$ cat src/rtl/if_id_stage_buffer_pkg.sv
// Shared definitions for the IF/ID skid buffer: state encodings and datapath defaults.
package if_id_stage_buffer_pkg;

  localparam int          DATA_W_DEF    = 32;
  localparam logic [31:0] NOP_INSTR_DEF = 32'h0000_0000;

  typedef enum logic [1:0] {
    IFID_EMPTY = 2'b00,
    IFID_ONE   = 2'b01,
    IFID_TWO   = 2'b10
  } ifid_state_e;

endpackage

$ cat src/rtl/if_id_stage_buffer_entry.sv
// One held fetch entry {pc, npc, instr}: load-enabled register with synchronous active-low reset.
module if_id_stage_buffer_entry #(
  parameter int                DATA_W    = 32,
  parameter logic [DATA_W-1:0] RST_INSTR = '0
) (
  input  logic              clk,
  input  logic              rst,
  input  logic              load,
  input  logic [DATA_W-1:0] d_pc,
  input  logic [DATA_W-1:0] d_npc,
  input  logic [DATA_W-1:0] d_instr,
  output logic [DATA_W-1:0] q_pc,
  output logic [DATA_W-1:0] q_npc,
  output logic [DATA_W-1:0] q_instr
);

  // payload register; contents only change on an explicit load
  always_ff @(posedge clk) begin
    if (!rst) begin
      q_pc    <= '0;
      q_npc   <= '0;
      q_instr <= RST_INSTR;
    end else if (load) begin
      q_pc    <= d_pc;
      q_npc   <= d_npc;
      q_instr <= d_instr;
    end else begin
      q_pc    <= q_pc;
      q_npc   <= q_npc;
      q_instr <= q_instr;
    end
  end

endmodule

$ cat src/rtl/if_id_stage_buffer.sv
// Fetch-to-decode 2-entry skid buffer with flush. Optional IF_ID_PERF_EN adds stall/flush counters.
module if_id_stage_buffer
  import if_id_stage_buffer_pkg::*;
#(
  parameter int                DATA_W    = DATA_W_DEF,
  parameter logic [DATA_W-1:0] NOP_INSTR = DATA_W'(NOP_INSTR_DEF)
) (
  input  logic              clk,
  input  logic              rst,
  input  logic              if_valid,
  output logic              if_ready,
  input  logic [DATA_W-1:0] if_pc,
  input  logic [DATA_W-1:0] if_npc,
  input  logic [DATA_W-1:0] if_instr,
  input  logic              flush,
  output logic              id_valid,
  input  logic              id_ready,
  output logic [DATA_W-1:0] id_pc,
  output logic [DATA_W-1:0] id_npc,
`ifdef IF_ID_PERF_EN
  output logic [31:0]       stall_cnt,
  output logic [31:0]       flush_cnt,
`endif
  output logic [DATA_W-1:0] id_instr
);

  ifid_state_e       state_r, next_state_s;
  logic              in_s, out_s;
  logic              head_load_s, skid_load_s;
  logic [DATA_W-1:0] head_pc_s, head_npc_s, head_instr_s;
  logic [DATA_W-1:0] skid_pc_s, skid_npc_s, skid_instr_s;
  logic [DATA_W-1:0] head_d_pc_s, head_d_npc_s, head_d_instr_s;

  assign in_s  = if_valid & if_ready;
  assign out_s = id_valid & id_ready;

  // state register plus handshake flags, both taken from the next state
  always_ff @(posedge clk) begin
    if (!rst) begin
      state_r  <= IFID_EMPTY;
      if_ready <= 1'b1;
      id_valid <= 1'b0;
    end else begin
      state_r  <= next_state_s;
      if_ready <= (next_state_s != IFID_TWO);
      id_valid <= (next_state_s != IFID_EMPTY);
    end
  end

  // occupancy transitions; flush wins over any transfer
  always_comb begin
    next_state_s = state_r;
    if (flush) begin
      next_state_s = IFID_EMPTY;
    end else begin
      case (state_r)
        IFID_EMPTY: next_state_s = in_s ? IFID_ONE : IFID_EMPTY;
        IFID_ONE: begin
          if (in_s && !out_s)      next_state_s = IFID_TWO;
          else if (!in_s && out_s) next_state_s = IFID_EMPTY;
          else                     next_state_s = IFID_ONE;
        end
        IFID_TWO:   next_state_s = out_s ? IFID_ONE : IFID_TWO;
        default:    next_state_s = IFID_EMPTY;
      endcase
    end
  end

  // entry load enables; in TWO the head refills from the skid instead of fetch
  always_comb begin
    head_load_s = 1'b0;
    skid_load_s = 1'b0;
    if (flush) begin
      head_load_s = 1'b0;
      skid_load_s = 1'b0;
    end else begin
      case (state_r)
        IFID_EMPTY: head_load_s = in_s;
        IFID_ONE: begin
          head_load_s = in_s & out_s;
          skid_load_s = in_s & ~out_s;
        end
        IFID_TWO:   head_load_s = out_s;
        default: begin
          head_load_s = 1'b0;
          skid_load_s = 1'b0;
        end
      endcase
    end
  end

  assign head_d_pc_s    = (state_r == IFID_TWO) ? skid_pc_s    : if_pc;
  assign head_d_npc_s   = (state_r == IFID_TWO) ? skid_npc_s   : if_npc;
  assign head_d_instr_s = (state_r == IFID_TWO) ? skid_instr_s : if_instr;

  if_id_stage_buffer_entry #(.DATA_W(DATA_W), .RST_INSTR(NOP_INSTR)) u_head (
    .clk(clk), .rst(rst), .load(head_load_s),
    .d_pc(head_d_pc_s), .d_npc(head_d_npc_s), .d_instr(head_d_instr_s),
    .q_pc(head_pc_s), .q_npc(head_npc_s), .q_instr(head_instr_s)
  );

  if_id_stage_buffer_entry #(.DATA_W(DATA_W), .RST_INSTR(NOP_INSTR)) u_skid (
    .clk(clk), .rst(rst), .load(skid_load_s),
    .d_pc(if_pc), .d_npc(if_npc), .d_instr(if_instr),
    .q_pc(skid_pc_s), .q_npc(skid_npc_s), .q_instr(skid_instr_s)
  );

  assign id_pc    = head_pc_s;
  assign id_npc   = head_npc_s;
  assign id_instr = id_valid ? head_instr_s : NOP_INSTR;

`ifdef IF_ID_PERF_EN
  // saturating counters: decode stalls and flushes that actually killed an entry
  always_ff @(posedge clk) begin
    if (!rst) begin
      stall_cnt <= 32'd0;
      flush_cnt <= 32'd0;
    end else begin
      if (id_valid && !id_ready && (stall_cnt != 32'hFFFF_FFFF)) stall_cnt <= stall_cnt + 32'd1;
      else                                                       stall_cnt <= stall_cnt;
      if (flush && (state_r != IFID_EMPTY) && (flush_cnt != 32'hFFFF_FFFF)) flush_cnt <= flush_cnt + 32'd1;
      else                                                                  flush_cnt <= flush_cnt;
    end
  end
`endif

endmodule

$ cat config.mk
export PLATFORM = sky130hd
export DESIGN_NAME = if_id_stage_buffer
export DESIGN_NICKNAME = d
export VERILOG_FILES = /design/src/rtl/if_id_stage_buffer_pkg.sv /design/src/rtl/if_id_stage_buffer_entry.sv /design/src/rtl/if_id_stage_buffer.sv
export SDC_FILE = /design/constraint.sdc
export NUM_CORES = 1
export LEC_CHECK = 0
export CORE_MARGIN = 5
export CORE_UTILIZATION = 40
export DETAILED_ROUTE_END_ITERATION = 7
export PLACE_DENSITY = 0.66
export SYNTH_ARGS = -nofsm -noshare
export SYNTH_HDL_FRONTEND = slang
export SYNTH_SLANG_ARGS = --single-unit
$ cat constraint.sdc
create_clock -name clk -period 2 [get_ports clk]
set_input_delay 0.4 -clock clk [delete_from_list [all_inputs] [get_ports clk]]
set_output_delay 0.4 -clock clk [all_outputs]
set_load 0.1 [all_outputs]
# Word level (Yosys, flattened, before mapping)
# Cells that the tools add are included.
dict set report totals {
  output_inout_bits 98
  wordCells 37
  input_bits 101
  ff_bits 196
}
dict set report classes {
  n_eq_ne 3
  n_reduce_logical 6
  n_bitwise 5
  mux 14
}
# op n
set ops {}
lappend ops {{$mux W32} 4}
lappend ops {{$mux W2} 3}
lappend ops {{$pmux W2 S3} 1}
lappend ops {{$mux W1} 5}
lappend ops {{$and A1 B1 Y1} 4}
lappend ops {{$pmux W1 S3} 1}
lappend ops {{$eq A2 B1 Y1 const B} 1}
lappend ops {{$eq A2 B2 Y1 const B} 1}
lappend ops {{$logic_and A1 B1 Y1} 2}
lappend ops {{$logic_not A1 Y1} 2}
lappend ops {{$logic_not A2 Y1} 1}
lappend ops {{$ne A2 B2 Y1 const B} 1}
lappend ops {{$reduce_bool A2 Y1} 1}
lappend ops {{$not A1 Y1} 1}

# Depth between registers and ports, before layout
# Gate-level depths: netlist of the first run.
dict set report depth {
  ltp_word 8
  ltp_mapped 9
  depth_no_buf 6
}

# Modules after synthesis
# A second synthesis of the first run with hierarchy kept.
dict set report unflattened {
  hier_cells 990
  area_unflattened_um2 9028.7
}
# module area_per_inst_um2 cells_per_inst instances seq_area_each_um2
set by_module_without_submodules {}
lappend by_module_without_submodules {if_id_stage_buffer_entry 3662.3 309 2 1921.8}
lappend by_module_without_submodules {if_id_stage_buffer 1704.1 372 1 80.1}

# Worst setup path after synthesis of the first run
# No wires, ideal clock.
dict set report synth_path {
  path_type {reg-to-reg}
  start {register id_valid}
  end {register u_skid.q_instr[0]}
  arrival_ps 2416
  n_path_buf 3
  required_ps 1924
  period_less_slack_ps 2492
  stages_incl_launch_ff 9
  path_slack_ps -492
  setup_time_ps 76
  cell_sequence {dfxtp_1 nand2_1 ha_1 nand4bb_1 buf_2 buf_2 clkbuf_1 nand2_1 a21boi_0}
}
dict set report synth_between {
  elab_chain_len 5
}
# item line
set synth_rtl {}
lappend synth_rtl {{from (decl)} if_id_stage_buffer.sv:16} ;# output logic id_valid,
lappend synth_rtl {{from (signal assigned)} if_id_stage_buffer.sv:46} ;# id_valid <= (next_state_s != IFID_EMPTY);
lappend synth_rtl {{$and A1 B1 Y1} if_id_stage_buffer.sv:35} ;# assign out_s = id_valid & id_ready;
lappend synth_rtl {{$not A1 Y1} if_id_stage_buffer.sv:81} ;# skid_load_s = in_s & ~out_s;
lappend synth_rtl {{$and A1 B1 Y1} if_id_stage_buffer.sv:81}
lappend synth_rtl {{$mux W1} if_id_stage_buffer.sv:77} ;# case (state_r)
lappend synth_rtl {{$mux W1} if_id_stage_buffer.sv:73} ;# if (flush) begin
lappend synth_rtl {{to (signal assigned)} if_id_stage_buffer_entry.sv:26} ;# q_instr <= d_instr;
lappend synth_rtl {{to (signal assigned)} if_id_stage_buffer_entry.sv:30} ;# q_instr <= q_instr;
lappend synth_rtl {{to (decl)} if_id_stage_buffer_entry.sv:14} ;# output logic [DATA_W-1:0] q_instr
# No other way between the ends.
# A chain may end at the register's enable or synchronous reset.

# Worst setup path after layout of the first run
dict set report layout_path {
  start {register id_valid}
  end {output port id_instr[11]}
}
dict set report layout_between {
  elab_chain_len 1
}
# item line
set layout_rtl {}
lappend layout_rtl {{$mux W32} if_id_stage_buffer.sv:110} ;# assign id_instr = id_valid ? head_instr_s : NOP_INSTR;
lappend layout_rtl {{to (decl)} if_id_stage_buffer.sv:24} ;# output logic [DATA_W-1:0] id_instr
# No other way between the ends.

==> metrics, run 1 <==
cell with the biggest individual delay on the critical path sky130_fd_sc_hd__dfxtp_4; CTS H-tree depth 4; reported net switching power 2.66 mW; wire length of the first global-routing pass 37,500 um; cell family with the largest share of critical-path delay buffers and inverters; iteration count of the initial detailed-routing pass 4; y dimension of the die 160 um; top area cells in the synthesized netlist sky130_fd_sc_hd__dfxtp_1 44%, sky130_fd_sc_hd__nand2_1 12%, sky130_fd_sc_hd__mux2i_1 11%; buffer type at the clock tree root sky130_fd_sc_hd__clkbuf_16; Critical Path Source Type register; number of hold violations in the final report 0; share of the clock period used by the worst path 92.1%; final std cells w/o fill 1,474; max-slew violation count 0; number of antenna violations at the first check in global routing 1; cell with the most instances after synthesis sky130_fd_sc_hd__nand2_1; Clock transition at path regs 70 ps; post-CTS setup buffer count 0; total instance count after detailed placement 1,442; hold-fix buffer count after cts 0; RSZ-0062 raised after global routing false; leading area contributor after synthesis sky130_fd_sc_hd__dfxtp_1; Total GRT Usage 17.5%; number of inserted diodes 0; maximum clock frequency 543 MHz; detailed-route wire length on metal 1 10,900 um; switching share of power 28.7%; class of the worst hold path primary input to register; I/O pin cnt 199; sequential share of the synthesized area 43.7%; CP Data Required Time 1600 ps; IR drop worst, VDD 0.620 mV; cell count after synthesis 1,027; cell types with the highest counts after synthesis 289 x sky130_fd_sc_hd__nand2_1, 196 x sky130_fd_sc_hd__dfxtp_1, 99 x sky130_fd_sc_hd__nand2b_1; critical path class register to primary output; post-CTS sizing 0; minimum setup slack among reg-to-reg paths 300 ps; worst path cell trace buf_6 > and2_1 > buf_12; final-layout setup total negative slack 0 ps; number of warnings issued by yosys 0; routed length on met2 10,600 um; clock power share 38.5%; total via count after detailed routing 7,584; clock sink count 196; buffer depth of the longest clock path 2; fraction of the mapped netlist area in adder cells 0.279%; x dimension of the die 160 um; pin count of the biggest net entering global routing 67; final-report setup violation count 0; placed cell area 11,600 sq um; vias in the first global route 7,226; Die Footprint 25,600 sq um; count of flip-flops with a built-in enable after synthesis 0; total power consumption of the routed design 9.26 mW; starting density of the core 40.9%; number of standard-cell rows in the floorplan 54; share of the synthesized area in the top cell type 43.7%; via-per-instance ratio 5.15; shortest clock period the worst path allows after layout 1840 ps; Syn-to-layout area delta 35.5%; simple-gate share of the synthesized area 22.2%; largest family of logic cells by synthesized area simple AND/OR/NAND/NOR gates; DRC Markers 0; PortBufs 198; outcome completed; power density over cell area 760 nW/um^2; total global routing overflow 0; highest layer used for signal routing met5; total routed wirelength 22,900 um; Largest stage delay, worst path 350 ps; placer congestion estimate 0.737; Worst-Skew Late Latency 430 ps; met3 layer wire length in the routed design 1090 um; largest fanout on the critical path 34; predominant post-synthesis flop cell sky130_fd_sc_hd__dfxtp_1; Final Instance Area 12,200 sq um; initial drt markers 411; Core Box Area 22,000 sq um; Sequential Power Share 44.3%; Internal Power 6.60 mW; Max Clock Skew 9.29 ps; net total in the final layout 1,284; Synth Area in Compound Gates 18.0%; buffer and inverter count on the worst path 2; summed instance area of the synthesized netlist 8980 sq um; Final ANT Viol Nets 0; FF+latch count, synth 196; number of maximum-capacitance constraint violations 0; syn_area_per_cell 8.75 sq um; max_slew headroom 65.9%; clock buffers created by TritonCTS 17; number of distinct library cells after synthesis 28; Post-Syn Nets 1,130; slew at the pin with the worst max-slew slack 512 ps; estimated wirelength of the detail-placed design 15,100 um; ys async rst share 0%; proportion of layout cells with a drive suffix above 1 14.8%; Crit path arrival time 1440 ps; leakage power 4.68 nW; Synth Area in XOR/XNOR 0%; combinational fraction of design power 17.2%; detailed-route wire length per cell 15.6 um; multiplexer share of the synthesized area 10.7%; clock tree from TritonCTS yes; endpoint class of the critical path primary output
==> power groups by stage <==
| stage | Combinational, mW | Sequential (mW) | Clock (mW) |
|---|---|---|---|
| after floorplan | 0.534 | 4.70 | 0 |
| after global placement | 1.60 | 4.19 | 0 |
| after detailed placement | 1.60 | 4.19 | 0 |
| after CTS | 1.61 | 4.10 | 3.66 |
| after global routing | 1.68 | 4.12 | 3.84 |
| final | 1.59 | 4.10 | 3.56 |
==> registers in the layout, summed over array words and instances, names as in the netlist <==
name and cells:
id_valid 1, if_ready 1, state_r 2, u_head.q_instr 32, u_head.q_npc 32, u_head.q_pc 32
u_skid.q_instr 32, u_skid.q_npc 32, u_skid.q_pc 32
==> per-layer routing <==
layer	vias up	global-route usage, %
met2	180	28.6
met3	25	4.41
met4	2	4.30
met1	3547	23.4
met5	-	0
li1	3830	-
==> cell usage in the layout, fill, tap and decap left out, drive strengths merged, types with 2 or more instances in the layout <==
master	netlist	final
nand2	289	289
dfxtp	196	196
buf	31	136
nand2b	99	99
clkdlybuf4s50	0	99
o221ai	96	96
mux2i	96	96
a21boi	96	96
and2	33	33
clkbuf	70	19
inv	1	5
clkinv	0	4
clkinvlp	0	3
bufinv	0	3
nand3b	2	2
a21oi	2	2
nor2b	2	2
nor2	2	2
ha	2	2
nand4bb	2	2
==> stage by stage <==
stage	hold slack, ps	util, %	setup WS [ps]
global placement	436	52.7	-162
global route	429	55.4	60.0
finish	441	55.4	158
CTS	429	55.4	24.2
detailed placement	442	52.7	-231
floorplan	430	-	45.4
==> worst register-to-register path: stages (launching register included) <==
cell,delay (ps)
sky130_fd_sc_hd__dfxtp_4,360
sky130_fd_sc_hd__and2_1,150
sky130_fd_sc_hd__ha_1,180
sky130_fd_sc_hd__nor4bb_4,310
sky130_fd_sc_hd__buf_4,210
sky130_fd_sc_hd__buf_12,170
sky130_fd_sc_hd__nand2_1,80
sky130_fd_sc_hd__a21boi_0,160
==> cell families after synthesis <==
| family | count (synthesis) |
|---|---|
| compound gates | 199 |
| fa+ha+maj | 2 |
| buf+inv | 102 |
| flops | 196 |
| mux | 96 |
| simple gates | 432 |
==> area by class of cell <==
type                    count  area, sq um
repair buffers            236         2640
inverters                   1         3.75
clock inverters            14          176
fillers                  2001         9780
flip-flops and latches    196         3940
clock buffers              18          429
multi-input cells         729         4630
well taps                 280          350
==> worst paths after layout <==
kind,start,to,cells after the start
min,rst,u_skid.q_pc[5]$_SDFFE_PN0P_,2
max,id_valid$_SDFF_PN0_,id_instr[11],3
max reg2reg,if_ready$_SDFF_PN1_,u_skid.q_npc[19]$_SDFFE_PN0P_,7
min reg2reg,u_skid.q_npc[0]$_SDFFE_PN0P_,u_skid.q_npc[0]$_SDFFE_PN0P_,2
No activity file was read; power rests on OpenSTA's default activity.
==> inputs of run 2 (changes only) <==
- CTS_CLUSTER_DIAMETER: not set -> 30
==> results of run 2 <==
Final layout, timing and power as in run 1 (identical DEF).
==> inputs of run 3 (changes only) <==
- CTS_CLUSTER_DIAMETER: 30 -> not set
==> results of run 3 <==
Final layout, timing and power as in run 1 (identical DEF).
